$ cat src/rtl/pattern_detector_pkg.sv
// rtl/pattern_detector_pkg.sv - shared constants, mode enum and length-width helper for pattern_detector
package pattern_detector_pkg;

    localparam logic [7:0] DEF_PAT = 8'h12;
    localparam int         DEF_LEN = 5;

    typedef enum logic {
        NON_OVERLAP = 1'b0,
        OVERLAP     = 1'b1
    } mode_e;

    function automatic int len_w(input int pat_w);
        return $clog2(pat_w + 1);
    endfunction

endpackage

$ cat src/rtl/pd_match_counter.sv
// rtl/pd_match_counter.sv - saturating match counter with clear priority
module pd_match_counter #(
    parameter int CNT_W = 16
) (
    input  logic             clk,
    input  logic             rst,
    input  logic             inc,
    input  logic             clr,
    output logic [CNT_W-1:0] count
);

    logic [CNT_W-1:0] count_q, count_d;

    always_comb begin
        count_d = count_q;
        if (clr) begin
            count_d = '0;
        end else if (inc && (count_q != '1)) begin
            count_d = count_q + CNT_W'(1);
        end
    end

    always_ff @(posedge clk) begin
        if (rst) begin
            count_q <= '0;
        end else begin
            count_q <= count_d;
        end
    end

    assign count = count_q;

endmodule

$ cat src/rtl/pattern_detector.sv
// rtl/pattern_detector.sv - serial bit-pattern detector with programmable pattern and overlap mode
// Match counter is built only when PATTERN_DETECTOR_CNT_EN is defined; otherwise match_cnt reads 0.
module pattern_detector
    import pattern_detector_pkg::*;
#(
    parameter int               PAT_W   = 8,
    parameter int               CNT_W   = 16,
    parameter logic [PAT_W-1:0] RST_PAT = PAT_W'(DEF_PAT),
    parameter int               RST_LEN = DEF_LEN
) (
    input  logic                      clk,
    input  logic                      rst,
    input  logic                      in,
    input  logic                      in_valid,
    input  logic                      overlap,
    input  logic                      pat_load,
    input  logic [PAT_W-1:0]          pat_data,
    input  logic [len_w(PAT_W)-1:0]   pat_len,
    input  logic                      cnt_clr,
    output logic                      match,
    output logic [CNT_W-1:0]          match_cnt,
    output logic [len_w(PAT_W)-1:0]   fill
);

    localparam int LW = len_w(PAT_W);
    typedef logic [LW-1:0] len_t;
    localparam len_t MIN_LEN = LW'(2);
    localparam len_t MAX_LEN = LW'(PAT_W);

    function automatic len_t clamp_len(input len_t l);
        if (l < MIN_LEN)      return MIN_LEN;
        else if (l > MAX_LEN) return MAX_LEN;
        else                  return l;
    endfunction

    logic [PAT_W-1:0] hist_q, hist_d, pat_q, pat_d;
    len_t             len_q, len_d, fill_q, fill_d;
    logic             match_q, match_d;

    logic [PAT_W-1:0] hist_sh, len_mask;
    len_t             fill_inc;
    logic             accept, hit;
    mode_e            mode;

    assign mode = mode_e'(overlap);

    // Only the low len bits take part in the compare; stored bits above are don't-care.
    always_comb begin
        for (int i = 0; i < PAT_W; i++) begin
            len_mask[i] = (len_t'(i) < len_q);
        end
    end

    always_comb begin
        hist_sh  = (hist_q << 1) | {{(PAT_W-1){1'b0}}, in};
        fill_inc = (fill_q == MAX_LEN) ? fill_q : fill_q + len_t'(1);
        accept   = in_valid & ~pat_load;
        hit      = accept && (fill_inc >= len_q) && (((hist_sh ^ pat_q) & len_mask) == '0);

        hist_d  = hist_q;
        fill_d  = fill_q;
        pat_d   = pat_q;
        len_d   = len_q;
        match_d = 1'b0;

        if (pat_load) begin
            pat_d  = pat_data;
            len_d  = clamp_len(pat_len);
            hist_d = '0;
            fill_d = '0;
        end else if (accept) begin
            match_d = hit;
            if (hit && (mode == NON_OVERLAP)) begin
                hist_d = '0;
                fill_d = '0;
            end else begin
                hist_d = hist_sh;
                fill_d = fill_inc;
            end
        end
    end

    always_ff @(posedge clk) begin
        if (rst) begin
            pat_q   <= RST_PAT;
            len_q   <= clamp_len(LW'(RST_LEN));
            hist_q  <= '0;
            fill_q  <= '0;
            match_q <= 1'b0;
        end else begin
            pat_q   <= pat_d;
            len_q   <= len_d;
            hist_q  <= hist_d;
            fill_q  <= fill_d;
            match_q <= match_d;
        end
    end

    assign match = match_q;
    assign fill  = fill_q;

`ifdef PATTERN_DETECTOR_CNT_EN
    pd_match_counter #(
        .CNT_W (CNT_W)
    ) u_match_counter (
        .clk   (clk),
        .rst   (rst),
        .inc   (match_q),
        .clr   (cnt_clr),
        .count (match_cnt)
    );
`else
    logic unused_cnt_clr;
    assign unused_cnt_clr = cnt_clr;
    assign match_cnt      = '0;
`endif

endmodule

$ cat config.mk
export PLATFORM = sky130hd
export DESIGN_NAME = pattern_detector
export DESIGN_NICKNAME = d
export VERILOG_FILES = /design/src/rtl/pattern_detector_pkg.sv /design/src/rtl/pd_match_counter.sv /design/src/rtl/pattern_detector.sv
export SDC_FILE = /design/constraint.sdc
export NUM_CORES = 1
export LEC_CHECK = 0
export ABC_AREA = 1
export BUFFER_PORTS_ARGS = -buffer_cell sky130_fd_sc_hd__buf_2
export CORE_ASPECT_RATIO = 1.2
export CORE_MARGIN = 5
export CORE_UTILIZATION = 30
export DETAILED_ROUTE_END_ITERATION = 8
export PLACE_DENSITY = 0.6
export SKIP_LAST_GASP = 1
export SLEW_MARGIN = 20
export SYNTH_ARGS = -nofsm -noshare
export SYNTH_HDL_FRONTEND = slang
export SYNTH_SLANG_ARGS = --single-unit
$ cat constraint.sdc
create_clock -name clk -period 3.7 [get_ports clk]
set_input_delay 0 -clock clk [delete_from_list [all_inputs] [get_ports clk]]
set_output_delay 0 -clock clk [all_outputs]
set_load 0.005 [all_outputs]
==> reports/summary.md <==
Run status
* **result of the run** finished, final reports clean

STA
* **shortest period the worst path allows** 2320 ps
* **pins over their slew limit** 0
* **Fin. Hold Viols** 0
* **share of the clock period used by the worst path** 62.7%
* **slew of the pin with the lowest slew margin** 621 ps
* **maximum clock skew at final layout** 8.62 ps
* **Sum Neg Setup Slack** 0 ps
* **final setup fails** 0
* **Fmax achieved** 431 MHz
* **setup repair after global routing missed its margin** no
* **max_slew headroom** 58.5%
* **worst hold margin** 21.3 ps
* **Final WS setup** 1380 ps

Layout
* **post-route cell area** 0.00165 sq mm
* **final antenna diode count** 0
* **area growth from synthesis to layout** 14.1%
* **commonest non-fill, non-tap cells in the layout** 63 x sky130_fd_sc_hd__nand2_1, 31 x sky130_fd_sc_hd__inv_1, 24 x sky130_fd_sc_hd__dfxtp_1
* **Final #Nets** 272
* **ratio of cells with drive above 1 in the final layout** 13.1%
* **leading cell type in the layout, fill and taps excluded** sky130_fd_sc_hd__nand2_1
* **post-route insts no fill** 303

Placement
* **# placed instances** 292
* **hpwl dp** 2350 microns
* **cell area reported after detailed placement** 0.00153 sq mm
* **number of I/O port buffers** 22
* **post-placement worst setup slack** 1380 ps
* **routability cong.** 0.809

Global route
* **wire length of the first global-routing pass** 5250 microns
* **maximum number of pins on one net before global-route repair** 23
* **number of antenna violations at the first check in global routing** 0
* **GR Util met1** 13.1%
* **met2 Use GR** 17.5%
* **vias in the first global route** 1214
* **met3 Usage GRT** 3.05%
* **Most Used Layer, Global Route** met2
* **Total Routing Usage GR** 10.5%
* **total grt overflow** 0

Routing
* **total via count in the routed design** 1283
* **post-route antenna net violation count** 0
* **routed length per placed instance** 10.3 microns
* **number of iterations in the first detailed-routing pass** 4
* **DRC violation count after routing** 0
* **Total Wirelength** 3110 microns
* **via/cell ratio** 4.23
* **initial detailed-routing violation count** 32

Power and ir drop
* **Pwr per Cell Area** 307 mW/mm^2
* **maximum resistive drop on vdd** 277 uV
* **total leakage power** 0.778 nW

Synthesis
* **Yosys warnings** 0
* **Seq/Total Area, Yosys** 33.2%
* **Mapped Avg Cell Area** 6.62 sq um
* **Post-Syn Area** 0.00145 sq mm
* **instance count of the mapped netlist** 219
* **distinct cell type count of the synthesized netlist** 25
* **Seq cells post-synth** 24

Clocking
* **clk root buf** sky130_fd_sc_hd__clkbuf_8
* **clock latency of the later-clocked register in the worst-skew pair** 270 ps
* **Resized cells post-CTS** 0
* **depth of the CTS H-tree** 1
* **clock transition at the registers of the reported paths** 80 ps
* **Post-CTS Setup Inserts** 0
* **CTS Buf Count** 3
* **Bufs on Longest Clock Path** 2
* **clock sink count** 24
* **TritonCTS clock tree** done

Setup path
* **FF-to-FF setup slack** 1380 ps
* **cell repeated most along the worst path** sky130_fd_sc_hd__nand2_1
* **peak fanout along the critical path** 11
* **kind of critical path** flop to flop
* **delay of the slowest cell on the worst path** 440 ps
* **required arrival time at the worst endpoint** 3830 ps
* **terminus of the critical flop-to-flop path** hist_q[4]$_SDFFE_PP0P_
* **number of cell instances on the worst register-to-register path** 15
* **critical path data arrival time** 2450 ps
* **Worst setup SP type** flop
* **Crit. End Element** flop
* **Critical Path Slowest Stage Cell** sky130_fd_sc_hd__dfxtp_1
* **crit-path cells** inv_1 -> ha_1 -> nand2_1 -> nor2_1 -> xor2_1 -> ha_1 -> inv_1 -> nand2_1 -> nand2_1 -> nand2_1 -> nand2_1 -> a21oi_4 -> nand4_2 -> nand2_1 -> a21oi_1
* **worst r2r src** fill[0]$_SDFFE_PP0P_

Die
* **Total Die Area** 0.00633 sq mm
* **die boundary height** 86.1 microns
* **DIE WIDTH** 73.4 microns
* **Top Ports** 40
* **Initial Util** 31.3%
* **total core area** 0.00463 sq mm
* **standard-cell row count** 27

Hold path
* **Hold Path End** pat_q[0]$_SDFFE_PP0P_
* **worst min-delay path category** input port to flop
* **critical hold path startpoint** pat_data[0]
* **hold-critical path depth** 3

Job
* **max capacitance violation total** 0

[cell usage after synthesis, drive strengths merged]
library cell	instances	area (sq um)
ha	6	75.1
or2	1	6.26
dfxtp	24	480
nand4	1	12.5
buf	20	149
clkbuf	2	7.51
o21ai	10	50.1
nor2	23	91.3
a211oi	1	7.51
conb	1	3.75
o22ai	1	6.26
nand3	7	35.0
o211ai	2	15.0
xnor2	1	8.76
inv	32	120
xor2	2	17.5
nand2	64	243
a21oi	21	120
[power by group]
part | leakage (nW) | total (mW) | internal (mW) | switching, mW
Sequential | 0.197 | 0.276 | 0.268 | 0.00757
Combinational | 0.559 | 0.0784 | 0.0313 | 0.0471
Clock | 0.0216 | 0.153 | 0.0728 | 0.0802
[how the worst max path moves through the flow]
stage                     cells past startpoint  slack (ps)                  from                      to
after floorplan                              16        1690  fill[0]$_SDFFE_PP0P_    fill[0]$_SDFFE_PP0P_
after global placement                       15        1390  fill[0]$_SDFFE_PP0P_  hist_q[1]$_SDFFE_PP0P_
after detailed placement                     15        1380  fill[0]$_SDFFE_PP0P_  hist_q[4]$_SDFFE_PP0P_
after CTS                                    15        1350  fill[0]$_SDFFE_PP0P_  hist_q[4]$_SDFFE_PP0P_
after global routing                         15        1140  fill[0]$_SDFFE_PP0P_  hist_q[1]$_SDFFE_PP0P_
final                                        15        1380  fill[0]$_SDFFE_PP0P_  hist_q[4]$_SDFFE_PP0P_
[layer usage]
metal  part of all wire [%]  routed length, microns
met5                      0                       0
met4                    1.1                      34
met3                    5.4                     168
met2                     48                    1500
met1                     45                    1410
[cell families (layout without fill, tap and decap cells)]
| family | after synthesis | count (layout) | synth area share, % |
|---|---|---|---|
| adders and majority gates | 6 | 6 | 5.18 |
| and+or+nand+nor | 96 | 96 | 26.8 |
| AOI/OAI and AO/OA | 35 | 35 | 13.7 |
| buffers and inverters | 54 | 65 | 19.1 |
| xor gates and xnor gates | 3 | 3 | 1.81 |
| other | 1 | 16 | 0.259 |
| DFF | 24 | 24 | 33.2 |
[critical path: cells and delay by family, from the launching register on]
family	cells	cell delay, ps
buf+inv	2	100
xor+xnor	1	160
simple gates	8	810
flops	1	440
fa+ha+maj	2	470
compound gates	2	210
[flip-flops by register name, indices dropped and copies added (netlist names)]
signal  cells
len_q       4
fill        4
hist_q      7
pat_q       8
match       1
[metrics by stage]
step / power (mW) / utilization (%)
5_1_grt: 0.542 / 35.7
2_1_floorplan: 0.345 / -
4_1_cts: 0.516 / 35.7
3_3_place_gp: 0.353 / 33.1
6_report: 0.507 / 35.7
3_5_place_dp: 0.354 / 33.1
[area by class of cell]
| type | count | area (sq um) |
|---|---|---|
| multi-input cells | 156 | 748 |
| clock buffers | 3 | 41.3 |
| inverters | 32 | 120 |
| well taps | 58 | 72.6 |
| fillers | 515 | 2980 |
| flip-flops and latches | 24 | 480 |
| repair buffers | 30 | 190 |
[repair_timing]
item,in CTS,in global routing
endpoints found under the setup margin,0,0
hold endpoints to repair,7,0
hold buffers,8,0
No activity file was read; power rests on OpenSTA's default activity.
